$ cat src/rtl/display_pkg.sv
// -----------------------------------------------------------------------------
// display_pkg
// Shared constants for 7-segment display blocks: hex segment patterns,
// segment bit order, anode polarity, the digit-slot type, and the display
// buffer layout.
// -----------------------------------------------------------------------------
package display_pkg;

  // Segment bit order: bit 0 = a ... bit 6 = g, active-high.
  localparam int SEG_IDX_A = 0;
  localparam int SEG_IDX_G = 6;
  localparam int SEG_W     = SEG_IDX_G - SEG_IDX_A + 1;

  localparam logic [SEG_W-1:0] SEG_0 = 7'h3F;
  localparam logic [SEG_W-1:0] SEG_1 = 7'h06;
  localparam logic [SEG_W-1:0] SEG_2 = 7'h5B;
  localparam logic [SEG_W-1:0] SEG_3 = 7'h4F;
  localparam logic [SEG_W-1:0] SEG_4 = 7'h66;
  localparam logic [SEG_W-1:0] SEG_5 = 7'h6D;
  localparam logic [SEG_W-1:0] SEG_6 = 7'h7D;
  localparam logic [SEG_W-1:0] SEG_7 = 7'h07;
  localparam logic [SEG_W-1:0] SEG_8 = 7'h7F;
  localparam logic [SEG_W-1:0] SEG_9 = 7'h6F;
  localparam logic [SEG_W-1:0] SEG_A = 7'h77;
  localparam logic [SEG_W-1:0] SEG_B = 7'h7C;
  localparam logic [SEG_W-1:0] SEG_C = 7'h39;
  localparam logic [SEG_W-1:0] SEG_D = 7'h5E;
  localparam logic [SEG_W-1:0] SEG_E = 7'h79;
  localparam logic [SEG_W-1:0] SEG_F = 7'h71;

  // Anodes are active-low.
  localparam logic       ANODE_ON   = 1'b0;
  localparam logic [3:0] ANODES_OFF = 4'b1111;

  typedef logic [1:0] slot_t;
  localparam slot_t SLOT_LAST = 2'd3;

  typedef struct packed {
    logic [15:0] data;
    logic [3:0]  en;
    logic [3:0]  dp;
  } disp_buf_t;

  function automatic logic [3:0] anode_sel(slot_t s);
    logic [3:0] a;
    a    = ANODES_OFF;
    a[s] = ANODE_ON;
    return a;
  endfunction

endpackage

$ cat src/rtl/hex_to_7seg.sv
// -----------------------------------------------------------------------------
// hex_to_7seg
// Combinational hex nibble to 7-segment pattern decoder (active-high segments).
// Ports:
//   i_hex  in  4  hex value 0..F
//   o_seg  out 7  segment pattern, [0]=a ... [6]=g
// -----------------------------------------------------------------------------
module hex_to_7seg
  import display_pkg::*;
(
  input  logic [3:0]       i_hex,
  output logic [SEG_W-1:0] o_seg
);

  always_comb begin
    o_seg = SEG_0;
    case (i_hex)
      4'h0:    o_seg = SEG_0;
      4'h1:    o_seg = SEG_1;
      4'h2:    o_seg = SEG_2;
      4'h3:    o_seg = SEG_3;
      4'h4:    o_seg = SEG_4;
      4'h5:    o_seg = SEG_5;
      4'h6:    o_seg = SEG_6;
      4'h7:    o_seg = SEG_7;
      4'h8:    o_seg = SEG_8;
      4'h9:    o_seg = SEG_9;
      4'hA:    o_seg = SEG_A;
      4'hB:    o_seg = SEG_B;
      4'hC:    o_seg = SEG_C;
      4'hD:    o_seg = SEG_D;
      4'hE:    o_seg = SEG_E;
      4'hF:    o_seg = SEG_F;
      default: o_seg = SEG_0;
    endcase
  end

endmodule

$ cat src/rtl/display_scan_controller.sv
// -----------------------------------------------------------------------------
// display_scan_controller
// Multiplexed 4-digit 7-segment scanner. Each digit owns a slot of TICK_DIV
// cycles; the first BLANK_CYCLES of every slot drive all anodes off to stop
// ghosting. New content is staged in a pending buffer and only promoted to the
// active buffer at a frame boundary, so a frame is never torn.
// Ports:
//   clock_50mhz   in   1   clock, rising edge
//   reset         in   1   synchronous, active-high
//   digit_data    in   16  four hex digits, [3:0] = digit 0 (rightmost)
//   digit_enable  in   4   per-digit enable, 0 = blank
//   dp_in         in   4   per-digit decimal point
//   lz_en         in   1   leading-zero suppression (applied live)
//   load          in   1   strobe capturing digit_data/digit_enable/dp_in
//   load_ack      out  1   pulse the cycle after captured data goes active
//   segmentos     out  7   segments, active-high, [0]=a ... [6]=g
//   dp            out  1   decimal point, active-high
//   anodo         out  4   digit select, active-low
// -----------------------------------------------------------------------------
module display_scan_controller
  import display_pkg::*;
#(
  parameter int TICK_DIV     = 50_000,
  parameter int BLANK_CYCLES = 500
)(
  input  logic             clock_50mhz,
  input  logic             reset,
  input  logic [15:0]      digit_data,
  input  logic [3:0]       digit_enable,
  input  logic [3:0]       dp_in,
  input  logic             lz_en,
  input  logic             load,
  output logic             load_ack,
  output logic [SEG_W-1:0] segmentos,
  output logic             dp,
  output logic [3:0]       anodo
);

  localparam int            TW        = (TICK_DIV > 1) ? $clog2(TICK_DIV) : 1;
  localparam logic [TW-1:0] TICK_LAST = TW'(TICK_DIV - 1);
  localparam logic [TW-1:0] BLANK_END = TW'(BLANK_CYCLES);

  logic [TW-1:0]    r_tick;
  slot_t            r_slot;
  disp_buf_t        r_pend;
  logic             r_pend_valid;
  disp_buf_t        r_act;
  logic             r_load_ack;
  logic [SEG_W-1:0] r_seg;
  logic             r_dp;
  logic [3:0]       r_anodo;

  logic             w_wrap;
  logic             w_boundary;
  disp_buf_t        w_in_buf;
  logic [3:0]       w_nib;
  logic [SEG_W-1:0] w_seg_hex;
  logic [3:0]       w_lz_mask;
  logic             w_dig_on;

  assign w_wrap     = (r_tick == TICK_LAST);
  assign w_boundary = w_wrap && (r_slot == SLOT_LAST);
  assign w_in_buf   = '{data: digit_data, en: digit_enable, dp: dp_in};
  assign w_nib      = r_act.data[{r_slot, 2'b00} +: 4];

  hex_to_7seg u_hex (
    .i_hex (w_nib),
    .o_seg (w_seg_hex)
  );

  // w_lz_mask[k]: digit k is a leading zero, i.e. it is zero and every enabled
  // digit above it is zero too. Digit 0 always shows.
  always_comb begin
    w_lz_mask = '0;
    for (int k = 1; k < 4; k++) begin
      w_lz_mask[k] = (r_act.data[4*k +: 4] == 4'h0);
      for (int j = k + 1; j < 4; j++) begin
        if (r_act.en[j] && (r_act.data[4*j +: 4] != 4'h0)) w_lz_mask[k] = 1'b0;
      end
    end
  end

  assign w_dig_on = r_act.en[r_slot] && !(lz_en && w_lz_mask[r_slot]);

  always_ff @(posedge clock_50mhz) begin
    if (reset) begin
      r_tick       <= '0;
      r_slot       <= '0;
      r_pend       <= '0;
      r_pend_valid <= 1'b0;
      r_act        <= '0;
      r_load_ack   <= 1'b0;
      r_seg        <= '0;
      r_dp         <= 1'b0;
      r_anodo      <= ANODES_OFF;
    end else begin
      r_tick <= w_wrap ? '0 : r_tick + TW'(1);
      if (w_wrap) r_slot <= r_slot + slot_t'(1);

      if (load) r_pend <= w_in_buf;

      // A load on the boundary cycle bypasses pending and goes straight live.
      if (w_boundary) begin
        r_pend_valid <= 1'b0;
        if (load)              r_act <= w_in_buf;
        else if (r_pend_valid) r_act <= r_pend;
      end else if (load) begin
        r_pend_valid <= 1'b1;
      end

      r_load_ack <= w_boundary && (load || r_pend_valid);

      if (r_tick < BLANK_END) begin
        r_anodo <= ANODES_OFF;
        r_seg   <= '0;
        r_dp    <= 1'b0;
      end else begin
        r_anodo <= anode_sel(r_slot);
        r_seg   <= w_dig_on ? w_seg_hex : '0;
        // Leading-zero blanking keeps the decimal point; disabled digits do not.
        r_dp    <= r_act.en[r_slot] && r_act.dp[r_slot];
      end
    end
  end

  assign load_ack  = r_load_ack;
  assign segmentos = r_seg;
  assign dp        = r_dp;
  assign anodo     = r_anodo;

endmodule

$ cat config.mk
export PLATFORM = sky130hd
export DESIGN_NAME = display_scan_controller
export DESIGN_NICKNAME = d
export VERILOG_FILES = /design/src/rtl/display_pkg.sv /design/src/rtl/hex_to_7seg.sv /design/src/rtl/display_scan_controller.sv
export SDC_FILE = /design/constraint.sdc
export NUM_CORES = 1
export LEC_CHECK = 0
export BUFFER_PORTS_ARGS = -buffer_cell sky130_fd_sc_hd__buf_2
export CAP_MARGIN = 20
export CELL_PAD_IN_SITES_DETAIL_PLACEMENT = 1
export CELL_PAD_IN_SITES_GLOBAL_PLACEMENT = 2
export CORE_UTILIZATION = 36
export CTS_CLUSTER_DIAMETER = 40
export DETAILED_ROUTE_END_ITERATION = 10
export HOLD_SLACK_MARGIN = 0.1
export PLACE_DENSITY_LB_ADDON = 0.1
export SLEW_MARGIN = 40
export SYNTH_ARGS = -nofsm -noshare
export SYNTH_HDL_FRONTEND = slang
export SYNTH_SLANG_ARGS = --single-unit
$ cat constraint.sdc
create_clock -name clock_50mhz -period 2.2 [get_ports clock_50mhz]
set_input_delay 0.44 -clock clock_50mhz [delete_from_list [all_inputs] [get_ports clock_50mhz]]
set_output_delay 0.44 -clock clock_50mhz [all_outputs]
set_load 0.02 [all_outputs]
==> metrics.cfg <==
[timing]
hold_viol=0
setup_slack_ns=0.198
rsz0062_at_grt=no
fin_crit_sh_pct=91.0
final_max_slew_viol_count=0
fmax_mhz=500
worst_slew_pin_slew_ns=0.482
holdWs_ns=0.369
finClkSkew_ns=0.00844
period_needed_ns=2.00
relSlewSlack_pct=67.5
setup_violations=0
finalSetupTns_ns=0

[floorplanning]
num_rows=35
fp.dieArea_mm2=0.00991
die_w_um=99.6
boundaryPins=41
initial_core_util_pct=37.1
core_mm2=0.00924
die_height_um=99.6

[worst_setup_path]
cpMaxStageDelayCell=mux4_2
crit_chain=mux4_2, inv_1, ha_1, inv_1, mux2i_1, nor2_1, a31oi_1, nor2_1
critPathRequiredTime_ns=2.43
critical-path-max-stage-delay_ns=0.59
worst-setup-path-type=flip-flop to flip-flop
crit_fanout=6
critPathCaptureType=flip-flop
path_buf_inv=2
cp.arrival_ns=2.23
cpLargestDelayFamily=multiplexers
critPathLaunchType=flip-flop

[grt]
grt_pass1_vias=2577
antenna_found_initial=0
grt_pass1_wl_um=13100
grt_overflow=0
grt_use_total_pct=16.9
grt_max_degree=35

[synthesis]
async_reset_ff_share_pct=0
syn_area_per_cell_um2=9.47
syn_area_mm2=0.00343
ys_warn_count=0
synth_edf_count=0
yosysUniqueCellTypes=45
synthCells=362
ys_ff_latch=80
synth_ff_type=dfxtp_1
syn-num-nets=402
ys_seq_area_share_pct=46.7

[clocking]
clk_path_buf_depth=2
clk_latency_ns=0.35
post_cts_buffers=0
cts.clk_slew.worst_paths_ns=0.08
htreeDepth=3
cts_sinks=80
cts_root_buf=clkbuf_8
cts_hold_buf=0
cts_resized=0
numCtsBuffers=9
cts_tree=yes

[place]
hpwlAfterDp_um=5430
place_ws_ns=0.0919
dpl-instance-area_mm2=0.00374
portBuffers=40
gp_congestion=0.846

[cells_and_area]
num_antenna_cells=0
multi_input_area_mm2=0.00169
fin_nets=444
layout_commonest_cell=dfxtp_1
final_cell_mix=dfxtp_1 (79), nand2_1 (62), nor2_1 (52), buf_2 (40), mux2i_1 (31)
fill_cells=1099
register_area_mm2=0.00160
post_route_cells_drive_above_1_share_pct=19.1
final_area_mm2=0.00396
area_delta_synth_final_pct=15.6

[power_and_ir_drop]
finalPower_w=0.00278
power.leakage_nw=1.58
cellPowerDensity_mw_per_mm2=701
peakVddDrop_v=0.000296

[detailed_routing]
drt-met1-wl_um=3840
dr.max_layer_used=met4
dr.pass1.iters=4
wire_per_inst_um=14.0
ant_nets=0
drt_iter0_markers=55
met3_wirelength_um=238
drc=0
vias=2564
dr_wl_met2_um=3240
viasPerCell=4.77
wl_um=7520

[min_path]
hold_class=primary input to flip-flop

[status]
status=finished clean

[job]
maxCapViolations=0

-- kinds of logic (layout without fill, tap and decap cells) --
kind of cell / Yosys count / after routing / share of synthesized area, %
AND/OR/NAND/NOR: 145 / 145 / 19.2
XOR/XNOR: 18 / 18 / 4.60
multiplexers: 37 / 37 / 12.8
adder cells (fa/ha/maj): 12 / 12 / 4.38
AO/OA/AOI/OAI: 43 / 43 / 8.11
flip-flops: 80 / 80 / 46.7
buffers and inverters: 27 / 74 / 4.16
-- worst paths after layout --
kind / slack [ns] / cells after the start / start / to
max reg2reg: 0.20 / 8 / r_slot[0] / segmentos[3]
min: 0.37 / 3 / digit_enable[3] / r_pend[7]
max: 0.20 / 8 / r_slot[0] / segmentos[3]
min reg2reg: 0.47 / 1 / r_tick[0] / r_tick[0]
-- registers in the layout (all words and copies together) (netlist names), 2 cells and up --
signal	cells
r_pend	24
r_act	24
segmentos	7
anodo	4
r_tick	16
r_slot	2
-- cell type report --
type                    count  share of cell area [%]
repair buffers             48                    6.57
well taps                 129                    4.08
clock buffers              10                    3.22
multi-input cells         255                    42.6
inverters                  10                   0.948
clock inverters             6                    2.12
flip-flops and latches     80                    40.5
-- routing by layer --
metal / up-vias / GRT usage [%]
met1: 1187 / 23.6
met2: 48 / 24.6
met4: 0 / 8.60
li1: 1313 / -
met5: - / 0
met3: 16 / 3.37
-- stage by stage --
step | cells | util (%)
6_report | 538 | 42.9
5_1_grt | 538 | 42.9
4_1_cts | 538 | 42.8
3_5_place_dp | 522 | 40.5
3_3_place_gp | 522 | 40.5
2_1_floorplan | 362 | -
-- where the power goes --
part	switching (W)	leakage, nW	internal [W]
Clock	0.000534	0.110	0.000636
Sequential	0.0000114	0.651	0.00148
Combinational	0.0000655	0.821	0.0000523
-- cell usage after synthesis (2+ instances only) --
library cell   n  area (um2)
and3_1         3        18.8
dfxtp_1       80        1600
nand2_1       62         233
xor2_1         9        78.8
buf_6          4        45.0
buf_2          5        25.0
o21ai_0       23         115
nor4_1         4        25.0
nand4_1        3        18.8
a21oi_1        4        20.0
nor2_1        52         195
nor3_1         5        25.0
o211ai_1       2        15.0
ha_1          12         150
nand3_1        7        35.0
a31oi_1        2        12.5
mux4_2         4        90.1
xnor2_1        9        78.8
inv_1          9        33.8
mux2i_1       31         310
a211oi_1       3        22.5
clkbuf_1       5        18.8
o21ai_2        2        17.5
-- worst reg2reg max path: cells and delay by family, from the launching register on --
family                     cells  cell delay (ns)
AOI/OAI and AO/OA              1             0.14
adders and majority gates      1             0.23
buffers and inverters          2             0.26
DFF                            1             0.43
muxes                          2             0.73
and+or+nand+nor                2             0.11
(Power assumes the default switching activity.)
